[config.mk]
export PLATFORM = sky130hd
export DESIGN_NAME = hazard_flush_ctrl
export DESIGN_NICKNAME = d
export VERILOG_FILES = /design/src/rtl/hazard_flush_ctrl.sv
export SDC_FILE = /design/constraint.sdc
export NUM_CORES = 1
export LEC_CHECK = 0
export ABC_AREA = 1
export ABC_CLOCK_PERIOD_IN_PS = 3400
export BUFFER_PORTS_ARGS = -buffer_cell sky130_fd_sc_hd__buf_4
export CORE_ASPECT_RATIO = 1.75
export CORE_MARGIN = 2
export CORE_UTILIZATION = 30
export CTS_BUF_LIST = sky130_fd_sc_hd__clkbuf_4
export DETAILED_ROUTE_END_ITERATION = 7
export GPL_TIMING_DRIVEN = 0
export MAX_ROUTING_LAYER = met4
export PLACE_DENSITY_LB_ADDON = 0.2
export SLEW_MARGIN = 40
export SYNTH_ARGS = -nofsm -noshare
export SYNTH_HDL_FRONTEND = slang
export SYNTH_SLANG_ARGS = --single-unit
export TNS_END_PERCENT = 5
[constraint.sdc]
create_clock -name clk -period 3.4 [get_ports clk]
set_clock_uncertainty 0.15 [all_clocks]
set_input_delay 0.68 -clock clk [delete_from_list [all_inputs] [get_ports clk]]
set_output_delay 0.68 -clock clk [all_outputs]
set_load 0.05 [all_outputs]
[src/rtl/hazard_flush_ctrl.sv]
// rtl/hazard_flush_ctrl.sv - pipeline stall/flush sequencer with saturating perf counters
//
// Purpose: decides, every cycle, whether the front end of the 5-stage core advances,
// stalls for a load-use hazard, flushes after an EX redirect, or freezes for data memory.
// A redirect arriving while memory is busy is parked and applied when busy drops.
//
// Ports:
//   clk, rst_n           clock, asynchronous active-low reset
//   id_instr             instruction word in IF/ID
//   ex_mem_read, ex_rd   load flag and destination register of the EX instruction
//   ex_redirect          single-cycle taken branch/jump pulse from EX
//   dmem_busy            data memory not ready, freeze everything
//   pc_en, ifid_en       PC and IF/ID write enables
//   id_flush             force the ID instruction to a NOP
//   idex_bubble          load a NOP into ID/EX
//   state                0=RUN, 1=FLUSH, 2=MEMW
//   stall_cnt, flush_cnt saturating counts of pc_en=0 and id_flush=1 cycles
module hazard_flush_ctrl #(
    parameter int unsigned FLUSH_CYCLES = 1,
    parameter int unsigned CNT_W        = 16
) (
    input  logic             clk,
    input  logic             rst_n,
    input  logic [31:0]      id_instr,
    input  logic             ex_mem_read,
    input  logic [4:0]       ex_rd,
    input  logic             ex_redirect,
    input  logic             dmem_busy,
    output logic             pc_en,
    output logic             ifid_en,
    output logic             id_flush,
    output logic             idex_bubble,
    output logic [1:0]       state,
    output logic [CNT_W-1:0] stall_cnt,
    output logic [CNT_W-1:0] flush_cnt
);

    localparam logic [1:0] ST_RUN   = 2'd0;
    localparam logic [1:0] ST_FLUSH = 2'd1;
    localparam logic [1:0] ST_MEMW  = 2'd2;

    // Remaining-cycle count loaded when a flush window opens; the redirect cycle itself
    // is the first flush cycle, so the window needs FLUSH_CYCLES-1 more.
    localparam logic [3:0] RELOAD = 4'(FLUSH_CYCLES - 1);
    localparam bit         MULTI  = (FLUSH_CYCLES > 1);

    logic [1:0]       state_q, state_d;
    logic [3:0]       cnt_q, cnt_d;
    logic             pend_q, pend_d;
    logic [CNT_W-1:0] stall_q, stall_d;
    logic [CNT_W-1:0] flush_q, flush_d;

    logic use_rs1, use_rs2, load_use, redirect;
    logic pc_en_c, ifid_en_c, id_flush_c, idex_bubble_c;

    // Only the opcode and the two source fields matter for hazard detection.
    logic unused_instr_bits;
    assign unused_instr_bits = ^{id_instr[31:25], id_instr[14:7]};

    always_comb begin
        use_rs1 = 1'b0;
        use_rs2 = 1'b0;
        case (id_instr[6:0])
            7'b0110011, 7'b0100011, 7'b1100011: begin
                use_rs1 = 1'b1;
                use_rs2 = 1'b1;
            end
            7'b0010011, 7'b0000011, 7'b1100111: use_rs1 = 1'b1;
            default: ;
        endcase
    end

    assign load_use = ex_mem_read && (ex_rd != 5'd0) &&
                      ((use_rs1 && (id_instr[19:15] == ex_rd)) ||
                       (use_rs2 && (id_instr[24:20] == ex_rd)));

    assign redirect = ex_redirect | pend_q;

    always_comb begin
        state_d       = state_q;
        cnt_d         = cnt_q;
        pend_d        = pend_q;
        pc_en_c       = 1'b1;
        ifid_en_c     = 1'b1;
        id_flush_c    = 1'b0;
        idex_bubble_c = 1'b0;
        case (state_q)
            ST_FLUSH: begin
                if (dmem_busy) begin
                    // Freeze mid-flush: keep the NOP in ID, hold the window, park any redirect.
                    pc_en_c    = 1'b0;
                    ifid_en_c  = 1'b0;
                    id_flush_c = 1'b1;
                    pend_d     = redirect;
                end else begin
                    id_flush_c    = 1'b1;
                    idex_bubble_c = 1'b1;
                    if (redirect) begin
                        cnt_d  = RELOAD;
                        pend_d = 1'b0;
                    end else if (cnt_q <= 4'd1) begin
                        state_d = ST_RUN;
                        cnt_d   = 4'd0;
                    end else begin
                        cnt_d = cnt_q - 4'd1;
                    end
                end
            end
            default: begin
                // RUN, and MEMW once busy has dropped, share the same decision.
                if (dmem_busy) begin
                    pc_en_c   = 1'b0;
                    ifid_en_c = 1'b0;
                    pend_d    = redirect;
                    state_d   = ST_MEMW;
                end else if (redirect) begin
                    id_flush_c    = 1'b1;
                    idex_bubble_c = 1'b1;
                    pend_d        = 1'b0;
                    if (MULTI) begin
                        state_d = ST_FLUSH;
                        cnt_d   = RELOAD;
                    end else begin
                        state_d = ST_RUN;
                    end
                end else if (load_use) begin
                    pc_en_c       = 1'b0;
                    ifid_en_c     = 1'b0;
                    idex_bubble_c = 1'b1;
                    state_d       = ST_RUN;
                end else begin
                    state_d = ST_RUN;
                end
            end
        endcase
    end

    always_comb begin
        stall_d = stall_q;
        flush_d = flush_q;
        if (!pc_en_c && (stall_q != {CNT_W{1'b1}})) stall_d = stall_q + CNT_W'(1);
        if (id_flush_c && (flush_q != {CNT_W{1'b1}})) flush_d = flush_q + CNT_W'(1);
    end

    always_ff @(posedge clk or negedge rst_n) begin
        if (!rst_n) begin
            state_q <= ST_RUN;
            cnt_q   <= 4'd0;
            pend_q  <= 1'b0;
            stall_q <= '0;
            flush_q <= '0;
        end else begin
            state_q <= state_d;
            cnt_q   <= cnt_d;
            pend_q  <= pend_d;
            stall_q <= stall_d;
            flush_q <= flush_d;
        end
    end

    // Reset overrides the outputs combinationally so the pipeline is quiesced at once.
    assign pc_en       = rst_n & pc_en_c;
    assign ifid_en     = rst_n & ifid_en_c;
    assign id_flush    = ~rst_n | id_flush_c;
    assign idex_bubble = ~rst_n | idex_bubble_c;
    assign state       = state_q;
    assign stall_cnt   = stall_q;
    assign flush_cnt   = flush_q;

endmodule

Word-level counts from Yosys, hierarchy flattened
Index checks and enable logic that the tools add are counted.
{ "totals": {"regBits": 39, "latch_bits": 0, "ramBits": 0, "rom_bits": 0, "inputBits": 42, "word_cells": 66, "n_memories": 0} }
{ "op_classes": {"addsub": 3, "multipliers": 0, "div": 0, "n_lt_le_gt_ge": 1, "eq_ne": 14, "shift": 0, "mux": 23, "n_bitwise": 6, "reduce_logical": 14} }
{ "op_table": {"columns": ["operator", "count"], "rows": [
  ["$add 16x1->16 const B", 2],
  ["$ne 16x16->1 const B", 2],
  ["$mux 1", 16],
  ["$eq 7x6->1 const B", 2],
  ["$eq 7x7->1 const B", 2],
  ["$eq 5x5->1", 2],
  ["$mux 2", 5],
  ["$mux 4", 2],
  ["$eq 7x2->1 const B", 1],
  ["$eq 7x5->1 const B", 1],
  ["$logic_and 1x1->1", 6],
  ["$ne 2x2->1 const B", 3],
  ["$reduce_or 6->1", 1],
  ["$reduce_bool 5->1", 1],
  ["$le 4x1->1 const B", 1],
  ["$sub 4x1->4 const B", 1],
  ["$or 1x1->1", 3],
  ["$reduce_and 3->1", 1],
  ["$reduce_or 3->1", 1],
  ["$eq 2x1->1 const B", 1],
  ["$not 1->1", 2],
  ["$reduce_and 2->1", 1],
  ["$reduce_bool 2->1", 1],
  ["$and 1x1->1", 1],
  ["other kinds (2)", 2]
]} }

Longest topological paths before layout
Gate-level depths: netlist of run 1.
{ "depth": {"depth_word": 12, "ltp_mapped": 14, "mapped_depth_nobuf": 13} }

Worst setup path before layout of run 1
Ideal clock, no wire load.
{ "synth_timing": {"kind": "input to output", "start": "input port id_instr[5]", "end": "output port pc_en", "arrival_time_ns": 2.777, "setup_slack_ns": -0.207, "path_stages": 12, "n_path_buf": 1, "cell_sequence": "inv_1 nand2_1 nand2_1 inv_2 nand2_1 nor2_1 nand2_1 nand2_1 nand2_1 nand2_2 a21boi_0 buf_4"} }
{ "synth_via": {"elab_chain_cells": 11} }
{ "synth_lines": {"columns": ["element", "line_no", "source"], "rows": [
  ["from (decl)", "24", "input logic [31:0] id_instr,"],
  ["$eq 7x6->1, or another cell as far along", "63", "case (id_instr[6:0])"],
  ["$reduce_or 6->1 (no line) or $reduce_or 3->1 (tied branches)", null, null],
  ["$mux 1", "63", null],
  ["$logic_and 1x1->1, on equally long branches", "74, 75", null],
  ["$logic_or 1x1->1 *", "74", "((use_rs1 && (id_instr[19:15] == ex_rd)) ||"],
  ["$logic_and 1x1->1 *", "73", "assign load_use = ex_mem_read && (ex_rd != 5'd0) &&"],
  ["$mux 1 * (4 in series)", null, null],
  ["$and 1x1->1 *", null, null],
  ["to (decl)", "29", "output logic pc_en,"]
]} }
Every way passes the cells marked *; elsewhere a longest branch is shown, timed or not.

Worst setup path after layout of run 1
{ "layout_timing": {"start": "input port ex_rd[1]", "end": "output port pc_en"} }
{ "layout_via": {"elab_chain_cells": 9} }
{ "layout_lines": {"columns": ["element", "line_no", "source"], "rows": [
  ["from (decl)", "26", "input logic [4:0] ex_rd,"],
  ["$eq 5x5->1, on equally long branches", "74, 75", null],
  ["$logic_and 1x1->1, on equally long branches", "74, 75", null],
  ["$logic_or 1x1->1", "74", null],
  ["$logic_and 1x1->1 *", "73", null],
  ["$mux 1 *", "126", "end else if (load_use) begin"],
  ["$mux 1 *", "116", "end else if (redirect) begin"],
  ["$mux 1 *", "111", "if (dmem_busy) begin"],
  ["$mux 1 *", "87", "case (state_q)"],
  ["$and 1x1->1 *", "162", "assign pc_en = rst_n & pc_en_c;"]
]} }
Marked as above.

==> flow_summary.ini, run 1 <==
[outcome]
status = completed

[die]
io_pins = 80
core-area_sq_mm = 0.00691
die_x_um = 68.0
die_area_sq_mm = 0.00789
die_h_um = 116
start_util_pct = 31.2
rows = 40

[timing]
setup_viol_count_final = 0
fin_setup_tns_ps = 0
final.period_utilization_pct = 80.8
max_slew_margin_pct = 64.6
rsz0062_at_grt = false
slew_violations = 0
fin_crit_ps = 2750
worstMarginPinSlew_ps = 530
hold_viol = 0
timing.fmax_mhz = 364

[clocking]
tritoncts = done
cts_hold_buf = 0
insertion_delay_ps = 350
clock_sinks = 34
clockBufferDepth = 2
h-tree-depth = 2
cts_setup_buffers = 0
cts_buffers = 5
cts_resized = 0
root_buffer = clkbuf_4
clkSlewWorstSetupHoldPaths_ps = 110

[placed_design]
portBuffers = 63
dpl_cell_area_sq_mm = 0.00273
post-dp-hpwl_um = 4080
place_congestion = 0.842

[power]
seqPwrFrac_pct = 42.3
clkPwrFrac_pct = 17.7
p_switching_mw = 0.573
power.density_mw_per_mm2 = 465
ir_worst_vdd_uv = 161
p_int_mw = 0.722
p_sw_share_pct = 44.3
total_power_mw = 1.29
leakagePower_nw = 1.51
combPwrFrac_pct = 40.0

[hold_path]
hp-class = input pin to asynchronous set/reset pin

[logic_synthesis]
synth-seq-cells = 34
synth_cells = 293
syn_nets = 337
synth.distinct_cells = 25
netlist_area_sq_mm = 0.00215
avgSynthCellArea_sq_um = 7.34
ys_warn_count = 0
ys_seq_area_share_pct = 39.5

[cells_and_area]
antenna_cells = 0
final_cell_mix = 102 x nand2_1, 65 x buf_4, 34 x dfrtp_1
layout-drive-gt1-share_pct = 24.2
final_common_cell = nand2_1
final_cell_area_sq_mm = 0.00278
nets = 407
area_delta_synth_final_pct = 29.4
fillers = 755

[global_routing]
grt_start_max_net_pins = 37
grt_overflow_total = 0
grt_usage_pct = 15.1
antenna_found_initial = 0
grt_pass1_vias = 2042
grt_util_met3_pct = 2.52
top_usage_layer = met2
grt_pass1_wl_um = 8790
grtUsageMet1_pct = 16.8
use_met2_pct = 25.3

[route]
wl_per_cell_um = 11.7
firstDrtPassIters = 4
viasPerCell = 4.63
vias = 2074
ant_nets = 0
dr.first_iter.drc_count = 72
drc = 0
routed_wl_um = 5260

[setup_path]
path_max_fanout = 9
end_kind = output pin
crit_type = input pin to output pin
critPathLaunchType = input pin
cp.arrival_ps = 1920
cp.required_ps = 2570

[job]
max_cap_viol_count = 0
cell families (layout without fill, tap and decap cells):
logic type | after synthesis | count (layout) | share of synthesized area, %
DFF | 34 | 34 | 39.5
other | 1 | 1 | 0.174
xor gates and xnor gates | 30 | 30 | 12.2
buffers and inverters | 41 | 112 | 8.02
and+or+nand+nor | 182 | 182 | 38.0
AOI/OAI and AO/OA | 3 | 3 | 0.930
adders and majority gates | 2 | 2 | 1.16
worst max-delay path, stage by stage:
cell	delay (ps)
buf_4	120
inv_2	70
nand2_1	50
nand2_1	60
inv_2	30
nand2_1	50
nor2_1	40
nand2_1	50
nand2_1	50
nand2_1	80
nand2_2	130
a21boi_1	200
buf_4	130
buf_4	180
synthesized netlist by cell type:
master      n  area (sq um)
dfrtp_1    34           851
nor2_4      2          22.5
o21bai_1    1          7.51
nor3_1      5          25.0
buf_2       3          15.0
nand3_2     2          20.0
nand2_2     2          12.5
buf_6       1          11.3
nand4_1    22           138
buf_4       2          15.0
nor2_1     31           116
nand4_4     1          21.3
o21ai_0     1          5.00
inv_2       5          18.8
conb_1      1          3.75
inv_1      29           109
a21boi_0    1          7.51
nand3_1    13          65.1
ha_1        2          25.0
nor4_1      1          6.26
nand3b_1    1          7.51
nand2_1   102           383
clkbuf_1    1          3.75
xnor2_1    13           114
xor2_1     17           149
cell type report:
class                   instances  area [sq um]  share of cell area (%)
plain buffers                   7          45.0                    1.62
clock buffers                   6          45.0                    1.62
clock inverters                 2          8.76                   0.315
inverters                      34           128                    4.58
multi-input cells             218          1130                    40.5
flip-flops and latches         34           851                    30.6
well taps                      84           105                    3.78
repair buffers                 63           473                    17.0
stage by stage:
stage / setup slack, ps / instances / util (%) / hold slack [ps]
after detailed placement: 616 / 440 / 39.5 / 336
after global routing: 437 / 448 / 40.3 / 141
after global placement: 634 / 440 / 39.5 / 319
after CTS: 610 / 448 / 40.3 / 130
final: 653 / 448 / 40.3 / 104
after floorplan: 238 / 293 / - / 234
per-layer routing:
| metal | vias to the layer above | routed length (um) | share of wire [%] |
|---|---|---|---|
| met5 | - | 0 | 0 |
| met4 | 0 | 117 | 2.2 |
| met3 | 7 | 223 | 4.2 |
| met2 | 61 | 2740 | 52 |
| met1 | 941 | 2180 | 41 |
| li1 | 1065 | - | - |
power by group through the flow:
stage               Clock, mW  Combinational, mW  Sequential, mW
detailed placement          0              0.525           0.558
global route            0.255              0.559           0.563
global placement            0              0.523           0.555
finish                  0.229              0.518           0.547
floorplan                   0              0.154           0.745
CTS                     0.239              0.526           0.549
final timing paths:
check	startpoint	end	slack, ps	cells after the start
worst max register to register	stall_cnt[0]	stall_cnt[13]	1390	10
min in group clk	dmem_busy	state[1]	320	1
worst min-delay path	rst_n	stall_cnt[15]	100	1
max in group asynchronous	rst_n	state[1]	2660	1
worst max-delay path	ex_rd[1]	pc_en	650	14
worst min register to register	pend_q	pend_q	340	2
registers in the layout, indices dropped and copies added (netlist names):
| signal | cells |
|---|---|
| flush_cnt | 16 |
| pend_q | 1 |
| stall_cnt | 16 |
| state | 1 |
(Power assumes the default switching activity.)
==> run 2: changes to the inputs <==
--- a/config.mk
+++ b/config.mk
@@ -6,7 +6,7 @@
 export NUM_CORES = 1
 export LEC_CHECK = 0
 export ABC_AREA = 1
-export ABC_CLOCK_PERIOD_IN_PS = 3400
+export ABC_CLOCK_PERIOD_IN_PS = 2320
 export BUFFER_PORTS_ARGS = -buffer_cell sky130_fd_sc_hd__buf_4
 export CORE_ASPECT_RATIO = 1.75
 export CORE_MARGIN = 2
==> constraint.sdc (replaced) <==
create_clock -name clk -period 2.32 [get_ports clk]
set_clock_uncertainty 0.15 [all_clocks]
set_input_delay 0.464 -clock clk [delete_from_list [all_inputs] [get_ports clk]]
set_output_delay 0.464 -clock clk [all_outputs]
set_load 0.05 [all_outputs]
==> run 2 against run 1 <==
Net effect: non-clock buffer count is 5 higher; highest routed layer unchanged; combinational power is 51% higher; critical endpoint is now idex_bubble; routed wire length is 3.6% higher; sequential share of layout area is 1.2 points lower; first-iteration DRC count is 65% higher.
==> flow_summary.ini, run 2 (synthesized netlist as in run 1, its figures left out) <==
[cells_and_area]
final_cell_mix = 101 x nand2_1, 66 x buf_4, 34 x dfrtp_1
area_delta_synth_final_pct = 34.7
layout-drive-gt1-share_pct = 26.3
final_cells = 453
antenna_cells = 0
final_common_cell = nand2_1
nets = 412

[setup_path]
path_buf_inv = 2
slowest_stage = dfrtp_1
cp.required_ps = 1710
r2r-end = stall_cnt[13]
critPathLaunchType = flop
path_max_fanout = 10
cp.arrival_ps = 1610
r2r_start = stall_cnt[0]
end_kind = output pin
rr_worst_depth = 10
cp_top_family = flip-flops
crit_type = flop to output pin
slowest_delay_ps = 390
r2r_slack_ps = 310
path_cells = nor2_2 -> nor2_1 -> inv_2 -> nand2_1 -> o21bai_1 -> buf_4

[timing]
final.period_utilization_pct = 95.7
fin_crit_ps = 2220
hold_viol = 0
setup_viol_count_final = 0
slew_violations = 0
timing.fmax_mhz = 450

[route]
dr.first_iter.drc_count = 119
drc = 0
vias = 2080
firstDrtPassIters = 4
ant_nets = 0
routed_wl_um = 5450
wl_per_cell_um = 12.0
viasPerCell = 4.59

[hold_path]
hp-class = input pin to flop
hold_path_end = state[1]
worstHoldStart = dmem_busy
hold_depth = 1

[die]
core-area_sq_mm = 0.00691
die_area_sq_mm = 0.00789
start_util_pct = 31.2
die_h_um = 116
io_pins = 80
rows = 40
die_x_um = 68.0

[global_routing]
grt_pass1_wl_um = 8980
antenna_found_initial = 0
grt_start_max_net_pins = 35
grt_pass1_vias = 1919
grt_usage_pct = 15.4
grt_overflow_total = 0

[power]
power.density_mw_per_mm2 = 711
total_power_mw = 2.06
ir_worst_vdd_uv = 261
leakagePower_nw = 1.57

[clocking]
root_buffer = clkbuf_4
insertion_delay_ps = 370
clock_sinks = 34
tritoncts = done
h-tree-depth = 2
cts_buffers = 5
clkSlewWorstSetupHoldPaths_ps = 100
clockBufferDepth = 2

[job]
max_cap_viol_count = 0

[outcome]
status = completed

[placed_design]
post-place-cells = 440
place_congestion = 0.840
portBuffers = 63
post-dp-hpwl_um = 4040
-- run 2: area by class of cell --
type / count / area (sq um)
fillers: 776 / 4010
flip-flops and latches: 34 / 851
repair buffers: 68 / 533
well taps: 84 / 105
plain buffers: 7 / 48.8
multi-input cells: 218 / 1150
clock buffers: 7 / 52.6
clock inverters: 1 / 30.0
inverters: 34 / 128
-- run 2: worst max-delay path by stage --
stage / slack, ps / depth (start not counted) / from / end
3_5_place_dp: -7 / 13 / ex_rd[0] / pc_en
5_1_grt: -9 / 14 / id_instr[6] / pc_en
6_report: 100 / 6 / pend_q / idex_bubble
2_1_floorplan: 50 / 5 / ex_redirect / idex_bubble
4_1_cts: 40 / 13 / ex_rd[0] / pc_en
3_3_place_gp: 10 / 14 / ex_rd[1] / pc_en
-- run 2: what timing repair did --
action                                  in CTS  in global routing
setup buffers                                0                  3
pin swaps                                    0                  6
hold buffers                                 2                  0
endpoints found under the hold margin       34                  0
resized for setup                            1                  6
endpoints found under the setup margin       1                  3
-- run 2: where the power goes --
| group | internal, mW | switching [mW] |
|---|---|---|
| sequential | 0.679 | 0.124 |
| combinational | 0.267 | 0.516 |
| clock | 0.252 | 0.223 |
| total | 1.20 | 0.862 |
-- run 2: stage by stage --
step	hold slack, ps	utilization (%)	TNS, ps	setup slack (ps)	cell area, sq um
after global routing	66.1	42.0	-8.89	-8.89	2900
after global placement	310	39.7	0	11.3	2740
final	71.3	42.0	0	99.2	2900
after CTS	65.6	41.4	0	35.7	2860
after floorplan	18.4	-	0	52.0	2160
after detailed placement	310	39.7	-6.51	-6.51	2740
-- run 2: metal layers --
layer | track usage [%] | wire length, um
met1 | 17.3 | 2170
met2 | 26.1 | 2880
met3 | 3.01 | 279
met4 | 6.40 | 113
met5 | - | 0
